==> src/rtl/rr_stream_merge.sv <==
// rr_stream_merge: round-robin merge of NCH valid/ready producer streams into
// one output stream tagged with the source channel id. Accepted beats land in
// a 2-entry registered FIFO, so input readies never see o_ready directly.
// PKT_MODE=1 keeps the grant on one channel until its last beat is accepted.
module rr_stream_merge #(
  parameter  int NCH      = 4,
  parameter  int DW       = 16,
  parameter  int PKT_MODE = 0,
  localparam int IDW      = $clog2(NCH)
) (
  input  logic                clk,
  input  logic                rst,
  input  logic [NCH-1:0]      i_valid,
  output logic [NCH-1:0]      i_ready,
  input  logic [NCH*DW-1:0]   i_data,
  input  logic [NCH-1:0]      i_last,
  output logic                o_valid,
  input  logic                o_ready,
  output logic [DW-1:0]       o_data,
  output logic                o_last,
  output logic [IDW-1:0]      o_id
);

  typedef enum logic {IDLE, LOCK} state_t;

  state_t           state;
  state_t           state_next;
  logic [IDW-1:0]   ptr;
  logic [IDW-1:0]   lock_ch;

  logic [1:0]       count;
  logic             wr_ptr;
  logic             rd_ptr;
  logic [DW-1:0]    mem_data [2];
  logic             mem_last [2];
  logic [IDW-1:0]   mem_id   [2];

  logic [IDW-1:0]   rr_grant;
  logic             rr_found;
  logic [IDW-1:0]   grant;
  logic             arb_ok;
  logic             accept;
  logic             pop;
  logic [DW-1:0]    acc_data;
  logic             acc_last;

  // Round-robin search: first valid channel after the last served one.
  always_comb begin
    logic [IDW-1:0] idx;
    rr_grant = '0;
    rr_found = 1'b0;
    idx      = '0;
    for (int k = 1; k <= NCH; k++) begin
      idx = IDW'((int'(ptr) + k) % NCH);
      if (!rr_found && i_valid[idx]) begin
        rr_found = 1'b1;
        rr_grant = idx;
      end
    end
  end

  // Grant selection: a packet lock pins the grant even through valid bubbles.
  always_comb begin
    grant  = rr_grant;
    arb_ok = rr_found;
    if (PKT_MODE != 0 && state == LOCK) begin
      grant  = lock_ch;
      arb_ok = 1'b1;
    end
  end

  // Readies depend only on registered state and i_valid; gated low in reset.
  generate
    for (genvar gi = 0; gi < NCH; gi++) begin : g_ready
      assign i_ready[gi] = rst && (count < 2'd2) && arb_ok && (grant == IDW'(gi));
    end
  endgenerate

  assign accept   = |(i_valid & i_ready);
  assign acc_data = i_data[int'(grant)*DW +: DW];
  assign acc_last = i_last[grant];
  assign pop      = o_valid && o_ready;

  // Packet-lock next state; mode 0 never leaves IDLE.
  always_comb begin
    state_next = state;
    if (PKT_MODE != 0 && accept) begin
      if (state == IDLE && !acc_last) begin
        state_next = LOCK;
      end else if (state == LOCK && acc_last) begin
        state_next = IDLE;
      end
    end
  end

  // Arbitration state: FSM, locked channel and round-robin pointer.
  always_ff @(posedge clk or negedge rst) begin
    if (!rst) begin
      state   <= IDLE;
      lock_ch <= '0;
      ptr     <= IDW'(NCH - 1);
    end else begin
      state <= state_next;
      if (accept) begin
        ptr <= grant;
        if (state == IDLE) begin
          lock_ch <= grant;
        end
      end
    end
  end

  // Two-entry output FIFO; push and pop in one cycle leave the count alone.
  always_ff @(posedge clk or negedge rst) begin
    if (!rst) begin
      count  <= 2'd0;
      wr_ptr <= 1'b0;
      rd_ptr <= 1'b0;
      for (int j = 0; j < 2; j++) begin
        mem_data[j] <= '0;
        mem_last[j] <= 1'b0;
        mem_id[j]   <= '0;
      end
    end else begin
      if (accept) begin
        mem_data[wr_ptr] <= acc_data;
        mem_last[wr_ptr] <= acc_last;
        mem_id[wr_ptr]   <= grant;
        wr_ptr           <= ~wr_ptr;
      end
      if (pop) begin
        rd_ptr <= ~rd_ptr;
      end
      case ({accept, pop})
        2'b10:   count <= count + 2'd1;
        2'b01:   count <= count - 2'd1;
        default: count <= count;
      endcase
    end
  end

  assign o_valid = (count != 2'd0);
  assign o_data  = mem_data[rd_ptr];
  assign o_last  = mem_last[rd_ptr];
  assign o_id    = mem_id[rd_ptr];

endmodule

==> config.mk <==
export PLATFORM = sky130hd
export DESIGN_NAME = rr_stream_merge
export DESIGN_NICKNAME = d
export VERILOG_FILES = /design/src/rtl/rr_stream_merge.sv
export SDC_FILE = /design/constraint.sdc
export NUM_CORES = 1
export LEC_CHECK = 0
export ABC_AREA = 1
export CORE_ASPECT_RATIO = 1.5
export CORE_UTILIZATION = 40
export DETAILED_ROUTE_END_ITERATION = 7
export PLACE_DENSITY = 0.72
export SLEW_MARGIN = 20
export SYNTH_ARGS = -nofsm -noshare
export SYNTH_HDL_FRONTEND = slang
export SYNTH_SLANG_ARGS = --single-unit
==> constraint.sdc <==
create_clock -name clk -period 3.1 [get_ports clk]
set_input_delay 0.775 -clock clk [delete_from_list [all_inputs] [get_ports clk]]
set_output_delay 0.775 -clock clk [all_outputs]
set_load 0.01 [all_outputs]
Word-level counts from Yosys, hierarchy flattened
Index checks and enable logic that the tools add are counted.
{"block": "word_totals", "regBits": 44, "latch_bits": 0, "mem_bits_rw": 0, "romBits": 0, "elab_cells": 91, "memories": 0}
{"block": "op_classes", "n_addsub": 6, "n_mul": 0, "div_mod_pow": 0, "magnitude_cmp": 9, "n_eq_ne": 5, "shifts": 1, "n_mux": 37, "bitwise": 5, "reduce_logical": 18}
{"op": "2-to-1 mux 16 bit", "n": 4}
{"op": "variable part select 64 x 7 -> 16 bit", "n": 1}
{"op": "bitwise mux 32 bit", "n": 1}
{"op": "demux 16 bit (select 1 bit)", "n": 1}
{"op": "2-to-1 mux 2 bit", "n": 8}
{"op": "< comparator 2 x 3 -> 1 bit (second input constant)", "n": 5}
{"op": "2-to-1 mux 1 bit", "n": 13}
{"op": "logical AND 1 bit", "n": 11}
{"op": "binary-select mux 1 bit (select 2 bit)", "n": 5}
{"op": "adder 2 x 1 -> 2 bit (second input constant)", "n": 3}
{"op": "== test 2 bit (second input constant)", "n": 3}
{"op": "adder 2 bit (second input constant)", "n": 2}
{"op": "AND 4 bit", "n": 1}
{"op": "bitwise mux 4 bit", "n": 1}
{"op": "== test 2 x 1 -> 1 bit (second input constant)", "n": 2}
{"op": "greater-or-equal comparator 2 bit (second input constant)", "n": 2}
{"op": "inverter 1 -> 2 bit", "n": 2}
{"op": "one-hot mux 2 bit (2 select lines)", "n": 1}
{"op": "nonzero test 2 bit", "n": 2}
{"op": "OR reduction 4 bit", "n": 1}
{"op": "zero test 1 bit", "n": 3}
{"op": "bitwise mux 2 bit", "n": 1}
{"op": "demux 2 bit (select 1 bit)", "n": 1}
{"op": "zero test 2 bit", "n": 1}
{"op": "other kinds (5)", "n": 6}

Depth between registers and ports, before layout
Gate-level depths: netlist of the first run.
{"block": "logic_depth", "word_depth": 19, "mapped_depth": 19, "ltp_nobuf": 16}

Least setup slack after synthesis of the first run
Ideal clock, no wire load.
{"block": "synth_timing", "path_kind": "in2out", "startpoint": "in i_valid[2]", "endpoint": "out i_ready[1]", "t_arrival_ns": 2.015, "required_time_ns": 2.325, "path_slack_ns": 0.310, "cell_stages": 14, "path_buffers": 2, "cell_sequence": "inv_1 nand2_1 nand2_1 nand2_1 nand2_1 nand2_1 nand2_2 nor2_4 nand2_2 nand2_2 buf_6 buf_6 inv_1 nor3_1"}
{"block": "synth_via", "elab_chain_len": 14}
{"item": "start, declared", "line_no": "13", "rtl": "input logic [NCH-1:0] i_valid,"}
{"item": "binary-select mux 1 bit (select 2 bit)", "line_no": "55", "rtl": "if (!rr_found && i_valid[idx]) begin"}
{"item": "2-to-1 mux 1 bit (not written as such)", "line_no": "55"}
{"item": "2-to-1 mux 1 bit", "line_no": "55"}
{"item": "zero test 1 bit", "line_no": "55"}
{"item": "logical AND 1 bit", "line_no": "55"}
{"item": "2-to-1 mux 1 bit", "line_no": "55"}
{"item": "zero test 1 bit", "line_no": "55"}
{"item": "logical AND 1 bit", "line_no": "55"}
{"item": "2-to-1 mux 1 bit", "line_no": "55"}
{"item": "zero test 1 bit", "line_no": "55"}
{"item": "logical AND 1 bit", "line_no": "55"}
{"item": "2-to-1 mux 2 bit / 2-to-1 mux 1 bit (equally long branches)", "line_no": "55"}
{"item": "== test 2 x 1 -> 1 bit / logical AND 1 bit (equally long branches)", "line_no": "75", "rtl": "assign i_ready[gi] = rst && (count < 2'd2) && arb_ok && (grant == IDW'(gi));"}
{"item": "logical AND 1 bit *", "line_no": "75"}
{"item": "end, declared", "line_no": "14", "rtl": "output logic [NCH-1:0] i_ready,"}
Every way passes the cells marked *; elsewhere a longest branch is shown, timed or not. The select of a mux whose other input is x is not followed.

Worst setup path after layout of the first run
{"block": "layout_timing", "startpoint": "reg ptr[0]", "endpoint": "out i_ready[2]"}
{"block": "layout_via", "elab_chain_len": 15}
{"item": "start, declared", "line_no": "28", "rtl": "logic [IDW-1:0] ptr;"}
{"item": "start signal, assigned", "line_no": "101", "rtl": "ptr <= IDW'(NCH - 1);"}
{"item": "start signal, assigned", "line_no": "105", "rtl": "ptr <= grant;"}
{"item": "adder 2 x 1 -> 2 bit", "line_no": "54", "rtl": "idx = IDW'((int'(ptr) + k) % NCH);"}
{"item": "binary-select mux 1 bit (select 2 bit)", "line_no": "55"}
{"item": "2-to-1 mux 1 bit (not written as such)", "line_no": "55"}
{"item": "2-to-1 mux 1 bit", "line_no": "55"}
{"item": "zero test 1 bit", "line_no": "55"}
{"item": "logical AND 1 bit", "line_no": "55"}
{"item": "2-to-1 mux 1 bit", "line_no": "55"}
{"item": "zero test 1 bit", "line_no": "55"}
{"item": "logical AND 1 bit", "line_no": "55"}
{"item": "2-to-1 mux 1 bit", "line_no": "55"}
{"item": "zero test 1 bit", "line_no": "55"}
{"item": "logical AND 1 bit", "line_no": "55"}
{"item": "2-to-1 mux 2 bit / 2-to-1 mux 1 bit (equally long branches)", "line_no": "55"}
{"item": "== test 2 bit / logical AND 1 bit (equally long branches)", "line_no": "75"}
{"item": "logical AND 1 bit *", "line_no": "75"}
Marks and branches as above.

==> results of run 1 <==
## metal layers
layer / global-route usage, % / up-vias / share of wire [%]
li1: - / 1637 / -
met1: 27.50 / 1436 / 41
met2: 40.23 / 91 / 53
met3: 2.444 / 10 / 4.1
met4: 6.583 / 0 / 1.5
met5: 0 / - / 0
## per-stage QoR
step | power (W) | cells | setup TNS (ps) | area, µm² | hold WS, ps
after floorplan | 0.003209 | 471 | 0 | 2918 | 448.7
after global placement | 0.004097 | 636 | -1429 | 3956 | 461.9
after detailed placement | 0.004178 | 636 | -1687 | 3956 | 466.4
after CTS | 0.004732 | 643 | -2.163 | 4095 | 488.3
after global routing | 0.005312 | 648 | 0 | 4187 | 500.8
final | 0.004832 | 648 | 0 | 4187 | 484.0
## synth_stat cells, drive strengths merged (2+ instances only)
cell / number
buf: 21
clkbuf: 5
dfrtp: 42
dfstp: 2
inv: 15
nand2: 320
nand3: 41
nor2: 5
nor3: 5
o21ai: 9
xor2: 2
## layout make-up
cell class	count	area, µm²	share of cell area, %
Inverter	15	66.31	1.584
Sequential cell	44	1104	26.36
Multi-Input combinational cell	386	1674	39.99
Clock buffer	5	68.82	1.644
Clock inverter	2	60.06	1.435
Timing Repair Buffer	118	1116	26.66
Tap cell	78	97.59	2.331
## power by group through the flow
stage | Combinational [W] | Sequential [W] | Clock, W
2_1_floorplan | 0.00227 | 0.000941 | 0
3_3_place_gp | 0.00309 | 0.00101 | 0
3_5_place_dp | 0.00316 | 0.00102 | 0
4_1_cts | 0.00321 | 0.00101 | 0.000512
5_1_grt | 0.00373 | 0.00104 | 0.000537
6_report | 0.00332 | 0.00101 | 0.000506
## critical path, stage by stage, from the launching register on
cell and delay (ps):
dfstp_2 660, inv_6 80, nand2_1 70, nand2_1 120
nand2_2 120, nand2_4 70, nor2_4 140, nand2_1 80
nor3_2 240, nor2_4 90, nor3_2 120, buf_2 150
## cell usage in the layout, fill, tap and decap left out, types with 2 or more instances in the layout
cell type / n
dfrtp_1: 42
inv_4: 2
nand2_1: 305
nand3_1: 37
inv_1: 8
nand2_4: 3
nand3_2: 4
nand2_2: 12
inv_2: 4
nor3_2: 4
dlymetal6s2s_1: 4
bufinv_16: 2
dfstp_2: 2
xor2_1: 2
o21ai_0: 7
o21ai_1: 2
clkbuf_8: 5
nor2_4: 3
buf_2: 5
clkdlybuf4s50_1: 89
buf_4: 20
## worst max path at each step
| stage | endpoint |
|---|---|
| 4_1_cts | i_ready[0] |
| 2_1_floorplan | i_ready[1] |
| 3_5_place_dp | i_ready[1] |
| 5_1_grt | i_ready[2] |
| 6_report | i_ready[2] |
| 3_3_place_gp | i_ready[1] |
## registers in the layout, summed over array words and instances, names as in the netlist
signal    count
mem_data     32
mem_id        4
count         2
mem_last      2
ptr           2
rd_ptr        1
wr_ptr        1
## what timing repair did
action / CTS / global route
gates resized for setup: 22 / 17
setup buffers: 0 / 5
endpoints found under the hold margin: 0 / 0
setup endpoints to repair: 4 / 4
pin swaps: 3 / 10
## cells by family (layout without fill, tap and decap cells)
| kind of cell | Yosys count | count (layout) | share of synthesized area [%] |
|---|---|---|---|
| xor+xnor | 3 | 3 | 0.9007 |
| flops | 44 | 44 | 37.82 |
| simple gates | 372 | 372 | 51.80 |
| buf+inv | 41 | 140 | 7.333 |
| fa+ha+maj | 1 | 1 | 0.4287 |
| compound gates | 10 | 10 | 1.715 |
==> impl_metrics.py, run 1 <==
metrics = {
    "job": {
        "cap_viol_max_count": 0,
    },
    "worst_setup_path": {
        "end_kind": "primary output",
        "worstReg2RegEnd": "count[1]",
        "rrSetupSlack_ps": 590,
        "worstPathMaxFanout": 8,
        "r2r_cells": 13,
        "timing.rr.start": "ptr[0]",
        "setup.worst_path.class": "flop to primary output",
        "worstPathRequired_ps": 2320,
        "cp.arrival_ps": 2240,
        "crit_path_start": "ptr[0]",
        "startpoint_type": "flop",
    },
    "power": {
        "p_int_w": 0.002432,
        "leakage_nw": 2.282,
        "switchingPower_w": 0.002400,
        "powerDensity_nw_per_um2": 1154,
        "peakVddDrop_mv": 0.6820,
        "pwr-share-clk_pct": 10.5,
        "power_frac_seq_pct": 20.9,
        "power_frac_comb_pct": 68.6,
        "swShare_pct": 49.67,
    },
    "global_route": {
        "grt_pass1_vias": 2970,
        "grt_max_degree": 45,
        "grt_pass1_wl_mm": 13.54,
        "grt.overflow.total": 0,
        "antenna_found_initial": 0,
        "grtUsageTotal_pct": 22.28,
    },
    "route": {
        "via_count": 3174,
        "drc": 0,
        "postRouteAntennaNets": 0,
        "drtIter0Drc": 182,
        "firstDrtPassIters": 4,
        "wl_per_cell_um": 12.69,
        "routed_via_density": 4.898,
        "drt_wl_total_mm": 8.220,
    },
    "sta": {
        "period_needed_ps": 3013,
        "drv_slew": 0,
        "finalWorstSetupSlack_ps": 87.46,
        "max_freq_mhz": 331.9,
        "finClkSkew_ps": 7.892,
        "slew_headroom_pct": 62.75,
        "finalSetupViolCount": 0,
        "worstMarginPinSlew_ps": 558.7,
        "fin_crit_sh_pct": 97.18,
        "grt_setup_unrepaired": "no",
        "hold_violations": 0,
    },
    "placement": {
        "portBuffers": 98,
        "dp_hpwl_mm": 5.851,
        "gp_congestion": 0.7877,
        "dp_slack_ps": -443.6,
    },
    "yosys": {
        "yosys_warnings": 0,
        "ys_seq_area_share_pct": 37.82,
        "syn_inst": 471,
        "synth.largest_area_cell": "nand2_1",
        "synth-edff-count": 0,
        "yosysUniqueCellTypes": 27,
        "synth_top_area_share_pct": 40.14,
        "synth_fp_nets": 547,
        "synth_area_per_cell_um2": 6.195,
        "ys_ff_latch": 44,
        "synthFlopType": "dfrtp_1",
        "synthesis.area_um2": 2918,
        "yosys-top-cells-area": "nand2_1 (40%), dfrtp_1 (36%), nand3_1 (6.9%)",
        "async_flop_share_pct": 100.0,
    },
    "layout": {
        "antenna_cells": 0,
        "drive_gt1_share_pct": 12.28,
        "fin_util_pct": 60.29,
        "fillers": 663,
        "area_delta_synth_final_pct": 43.48,
        "nets": 646,
    },
    "hold_path": {
        "min_to": "mem_data[21]",
        "min_from": "mem_data[21]",
        "min_delay_path_depth": 2,
        "hp-class": "flop to flop",
    },
    "clock_tree": {
        "cts_buffer_depth": 2,
        "holdBufCountCts": 0,
        "cts.sinks": 44,
        "cts_made_buffers": 5,
        "clk_latency_ps": 290,
        "cts.htree.levels": 2,
        "cts_tree": "done",
        "clk_pin_slew_ps": 80,
        "root_buffer": "clkbuf_8",
    },
    "die": {
        "core_um2": 6944,
        "initial_core_util_pct": 42.02,
        "num_io_pins": 99,
        "dieArea_um2": 7647,
        "fp.dieH_um": 106.6,
        "row_count": 37,
        "die_w_um": 71.74,
    },
    "status": {
        "status": "finished clean",
    },
}
(Power assumes the default switching activity.)
==> run 2: changes to the inputs <==
Settings changed: CAP_MARGIN set to 15, CORE_MARGIN set to 4.
==> impl_metrics.py, run 2 (same netlist as run 1, synthesis figures left out) <==
metrics = {
    "die": {
        "num_io_pins": 99,
        "dieArea_um2": 8753,
        "fp.dieH_um": 112.6,
        "initial_core_util_pct": 41.74,
        "die_w_um": 77.74,
        "row_count": 37,
        "core_um2": 6990,
    },
    "layout": {
        "final_common_cell": "nand2_1",
        "largest_reg_flops": 32,
        "design_area_um2": 4170,
        "finalNonFillerCells": 665,
        "nets": 643,
        "largestRegisters": "mem_data x32, mem_id x4",
        "final_cell_mix": "nand2_1 (306), clkdlybuf4s50_1 (89), dfrtp_1 (42), nand3_1 (36), buf_4 (17)",
        "antenna_cells": 0,
        "fin_util_pct": 59.66,
        "area_delta_synth_final_pct": 42.92,
        "drive_gt1_share_pct": 11.62,
        "top_register": "mem_data",
    },
    "worst_setup_path": {
        "cp_num_buf_inv": 2,
        "slowest_delay_ps": 660,
        "timing.rr.start": "ptr[0]",
        "worstPathMaxFanout": 8,
        "setup.worst_path.class": "flop to primary output",
        "startpoint_type": "flop",
        "rrSetupSlack_ps": 660,
        "end_kind": "primary output",
        "worstReg2RegEnd": "count[1]",
        "cpMostUsedCell": "nand2_1",
        "crit_family": "simple AND/OR/NAND/NOR gates",
        "r2r_cells": 13,
        "cp_cell_sequence": "inv_6 > nand2_1 > nand2_1 > nand2_4 > nand2_4 > nor2_4 > nand2_1 > nor3_2 > nor2_4 > nor3_1 > buf_2",
        "slowest_stage": "dfstp_2",
        "worstPathRequired_ps": 2320,
        "cp.arrival_ps": 2150,
    },
    "sta": {
        "fin_setup_tns_ps": 0,
        "worstMarginPinSlew_ps": 546.5,
        "slew_headroom_pct": 63.57,
        "hold_slack_ps": 482.4,
        "period_needed_ps": 2928,
        "grt_setup_unrepaired": "no",
        "fin_crit_sh_pct": 94.47,
        "hold_violations": 0,
        "drv_slew": 0,
        "max_freq_mhz": 341.5,
        "finalSetupViolCount": 0,
        "finClkSkew_ps": 3.280,
    },
    "route": {
        "routed_via_density": 4.767,
        "firstDrtPassIters": 7,
        "postRouteAntennaNets": 0,
        "drtIter0Drc": 242,
        "via_count": 3170,
        "drt_wl_total_mm": 8.558,
        "drc": 0,
        "wl_per_cell_um": 12.87,
    },
    "global_route": {
        "antenna_found_initial": 0,
        "grt.overflow.total": 0,
        "grt_pass1_wl_mm": 13.92,
        "grt_max_degree": 45,
        "grtUsageTotal_pct": 19.79,
        "grt_pass1_vias": 3030,
    },
    "power": {
        "leakage_nw": 2.256,
        "powerDensity_nw_per_um2": 1139,
        "peakVddDrop_mv": 0.7036,
    },
    "hold_path": {
        "min_delay_path_depth": 2,
        "hp-class": "flop to flop",
        "min_to": "mem_data[9]",
        "min_from": "mem_data[9]",
    },
    "placement": {
        "placedCellCount": 655,
        "placed_area_um2": 3980,
        "gp_congestion": 0.8690,
        "dp_hpwl_mm": 6.209,
        "portBuffers": 98,
    },
    "clock_tree": {
        "cts.htree.levels": 2,
        "cts_tree": "done",
        "cts_made_buffers": 5,
        "root_buffer": "clkbuf_8",
        "holdBufCountCts": 0,
        "clk_pin_slew_ps": 80,
        "clk_latency_ps": 300,
        "cts_buffer_depth": 2,
        "cts.sinks": 44,
    },
    "status": {
        "status": "finished clean",
    },
    "job": {
        "cap_viol_max_count": 0,
    },
}
run 2: changes by cell type in the layout (fill, tap and decap cells not counted), sizes merged:
cell	change
buf	-3
dlygate4sd2	+2
clkbuf	+2
bufinv	-1
dlymetal6s2s	-2
run 2: timing repair:
item	CTS	global route
pin swaps	10	6
buffers inserted	0	2
setup endpoints to repair	4	4
gates resized for setup	32	7
run 2: report_power, final:
| group | switching [W] | total [W] | internal (W) |
|---|---|---|---|
| Sequential | 0.000156 | 0.000993 | 0.000837 |
| Combinational | 0.00203 | 0.00327 | 0.00125 |
| Clock | 0.000197 | 0.000482 | 0.000284 |
run 2: metal layers:
layer / wire [µm] / up-vias / part of all wire, % / GRT usage (%)
li1: - / 1629 / - / -
met1: 3358 / 1425 / 39 / 22.86
met2: 4454 / 104 / 52 / 35.24
met3: 574 / 12 / 6.7 / 3.772
met4: 170 / 0 / 2.0 / 8.195
met5: 0 / - / 0 / 0
run 2: area by class of cell:
class / instances / area (µm²)
fill: 695 / 2820
clock inverter: 1 / 30.03
sequential: 44 / 1104
tap: 97 / 121.4
clock buffer: 7 / 96.34
inverter: 15 / 66.31
timing repair buffer: 115 / 1086
multi-input combinational: 386 / 1667
run 2: stage by stage:
stage	total power (W)	setup slack (ps)
floorplan	0.003209	309.6
global placement	0.004116	-380.2
detailed placement	0.004185	-490.4
CTS	0.004722	3.089
global route	0.005239	40.70
finish	0.004748	171.6
run 2: worst max-delay path by stage:
stage                     from         end  slack (ps)  cells after the start
CTS                 i_valid[2]  i_ready[2]           3                     11
finish                  ptr[0]  i_ready[2]         170                     11
detailed placement  i_valid[3]  i_ready[3]        -490                     14
floorplan           i_valid[2]  i_ready[1]         310                     14
global route            ptr[0]  i_ready[0]          40                     11
global placement    i_valid[3]  i_ready[3]        -380                     14
run 2: worst min-delay path: stages, from the launching register on:
cell and delay (ps):
dfrtp_1 350, nand2_1 50, nand2_1 50
==> run 3: changes to the inputs <==
Settings changed: CAP_MARGIN 15 to 20, CORE_UTILIZATION 40 to 30, PLACE_DENSITY 0.72 to unset.
==> impl_metrics.py, run 3 (same netlist as run 1, synthesis figures left out) <==
metrics = {
    "sta": {
        "drv_slew": 0,
        "hold_slack_ps": 478.2,
        "finalWorstSetupSlack_ps": 208.9,
        "period_needed_ps": 2891,
        "finClkSkew_ps": 4.510,
        "grt_setup_unrepaired": "no",
        "slew_headroom_pct": 55.76,
        "fin_crit_sh_pct": 93.26,
        "max_freq_mhz": 345.9,
        "fin_setup_tns_ps": 0,
        "hold_violations": 0,
        "finalSetupViolCount": 0,
        "worstMarginPinSlew_ps": 662.8,
    },
    "layout": {
        "finalNonFillerCells": 678,
        "final_common_cell": "nand2_1",
        "antenna_cells": 0,
        "fillers": 1022,
        "final_cell_mix": "nand2_1 (307), clkdlybuf4s50_1 (89), dfrtp_1 (42), nand3_1 (37), buf_4 (15)",
        "largest_reg_flops": 32,
        "area_delta_synth_final_pct": 44.30,
        "top_register": "mem_data",
        "drive_gt1_share_pct": 11.13,
        "largestRegisters": "mem_data x32, mem_id x4",
        "seq_area_um2": 1104,
        "nets": 641,
        "design_area_um2": 4210,
        "multi_input_area_um2": 1654,
    },
    "worst_setup_path": {
        "cpMostUsedCell": "nand2_2",
        "end_kind": "primary output",
        "crit_path_start": "ptr[0]",
        "slowest_stage": "dfstp_2",
        "startpoint_type": "flop",
        "worstPathMaxFanout": 8,
        "worstPathRequired_ps": 2320,
        "cp.arrival_ps": 2120,
        "cp_cell_sequence": "inv_6 > nand2_1 > nand2_2 > nand2_2 > nand2_2 > inv_2 > nand2_2 > nor2_4 > nand2_2 > nand2_4 > inv_2 > nor3_1 > buf_2",
        "setup.worst_path.class": "flop to primary output",
        "slowest_delay_ps": 660,
        "timing.rr.start": "ptr[0]",
    },
    "die": {
        "initial_core_util_pct": 31.17,
        "row_count": 43,
        "dieArea_um2": 11400,
        "fp.dieH_um": 128.8,
        "die_w_um": 88.53,
        "num_io_pins": 99,
        "core_um2": 9361,
    },
    "clock_tree": {
        "clk_latency_ps": 280,
        "clk_pin_slew_ps": 60,
        "cts_made_buffers": 5,
        "cts.sinks": 44,
        "cts_buffer_depth": 2,
        "root_buffer": "clkbuf_16",
        "cts.htree.levels": 2,
        "cts_tree": "done",
    },
    "hold_path": {
        "hp-class": "flop to flop",
        "min_from": "mem_data[12]",
    },
    "route": {
        "firstDrtPassIters": 4,
        "postRouteAntennaNets": 0,
        "drt_wl_total_mm": 8.458,
        "drc": 0,
        "drtIter0Drc": 207,
        "routed_via_density": 4.580,
        "via_count": 3105,
        "wl_per_cell_um": 12.47,
    },
    "global_route": {
        "grt_pass1_wl_mm": 13.99,
        "grt_pass1_vias": 2926,
        "grtUsageTotal_pct": 15.38,
        "antenna_found_initial": 0,
        "grt_max_degree": 45,
        "grt.overflow.total": 0,
    },
    "placement": {
        "dp_slack_ps": -442.7,
        "placedCellCount": 668,
        "placed_area_um2": 3984,
        "portBuffers": 98,
        "gp_congestion": 0.7825,
        "dp_hpwl_mm": 6.268,
    },
    "power": {
        "powerDensity_nw_per_um2": 1147,
        "peakVddDrop_mv": 0.5791,
        "leakage_nw": 2.267,
    },
    "job": {
        "cap_viol_max_count": 0,
    },
    "status": {
        "status": "finished clean",
    },
}
[run 3: cell types whose count changed in the layout (fill, tap and decap cells not counted), sizes merged]
cell and delta:
clkinv +1, dlymetal6s2s +2, dlygate4sd2 -2, buf -2, clkinvlp +1, clkbuf -2
[run 3: metal layers]
layer	up-vias	GRT usage, %	wire length [µm]
met4	0	4.804	124
met5	-	0	0
met3	10	2.883	601
li1	1622	-	-
met1	1381	19.61	3620
met2	92	26.05	4111
[run 3: path summary, 6_finish.rpt]
| check | to | slack [ps] | depth (start not counted) |
|---|---|---|---|
| max | i_ready[3] | 210 | 13 |
| min | mem_data[12] | 480 | 2 |
| max reg2reg | mem_id[3] | 570 | 12 |
| min reg2reg | mem_data[12] | 480 | 2 |
| max in group asynchronous | mem_data[28] | 2120 | 2 |
| min in group asynchronous | mem_data[15] | 590 | 2 |
[run 3: layout make-up]
class                           count  area share (%)
Sequential cell                    44           26.21
Tap cell                          112           3.328
Clock inverter                      3           1.010
Timing Repair Buffer              113           25.62
Clock buffer                        5           2.972
Inverter                           15           1.575
Multi-Input combinational cell    386           39.29
[run 3: where the power goes]
| part | switching (W) | internal [W] |
|---|---|---|
| sequential | 0.000159 | 0.000839 |
| combinational | 0.00201 | 0.00122 |
| clock | 0.000218 | 0.000378 |
| total | 0.00239 | 0.00244 |
[run 3: worst max-delay path, delay by kind of cell (launching register included)]
kind | cells | cell delay, ps
buf+inv | 4 | 360
simple gates | 9 | 810
flops | 1 | 660
[run 3: per-stage QoR]
| stage | utilization (%) | total power, W |
|---|---|---|
| floorplan | - | 0.003209 |
| global placement | 42.56 | 0.004144 |
| detailed placement | 42.56 | 0.004189 |
| CTS | 44.32 | 0.004806 |
| global route | 44.97 | 0.005380 |
| finish | 44.97 | 0.004828 |
[run 3: repair_timing]
action	CTS	global route
buffers inserted	1	1
hold buffers	0	0
endpoints found under the setup margin	4	4
pin swaps	3	7
gates resized for setup	19	15
gates cloned	0	0
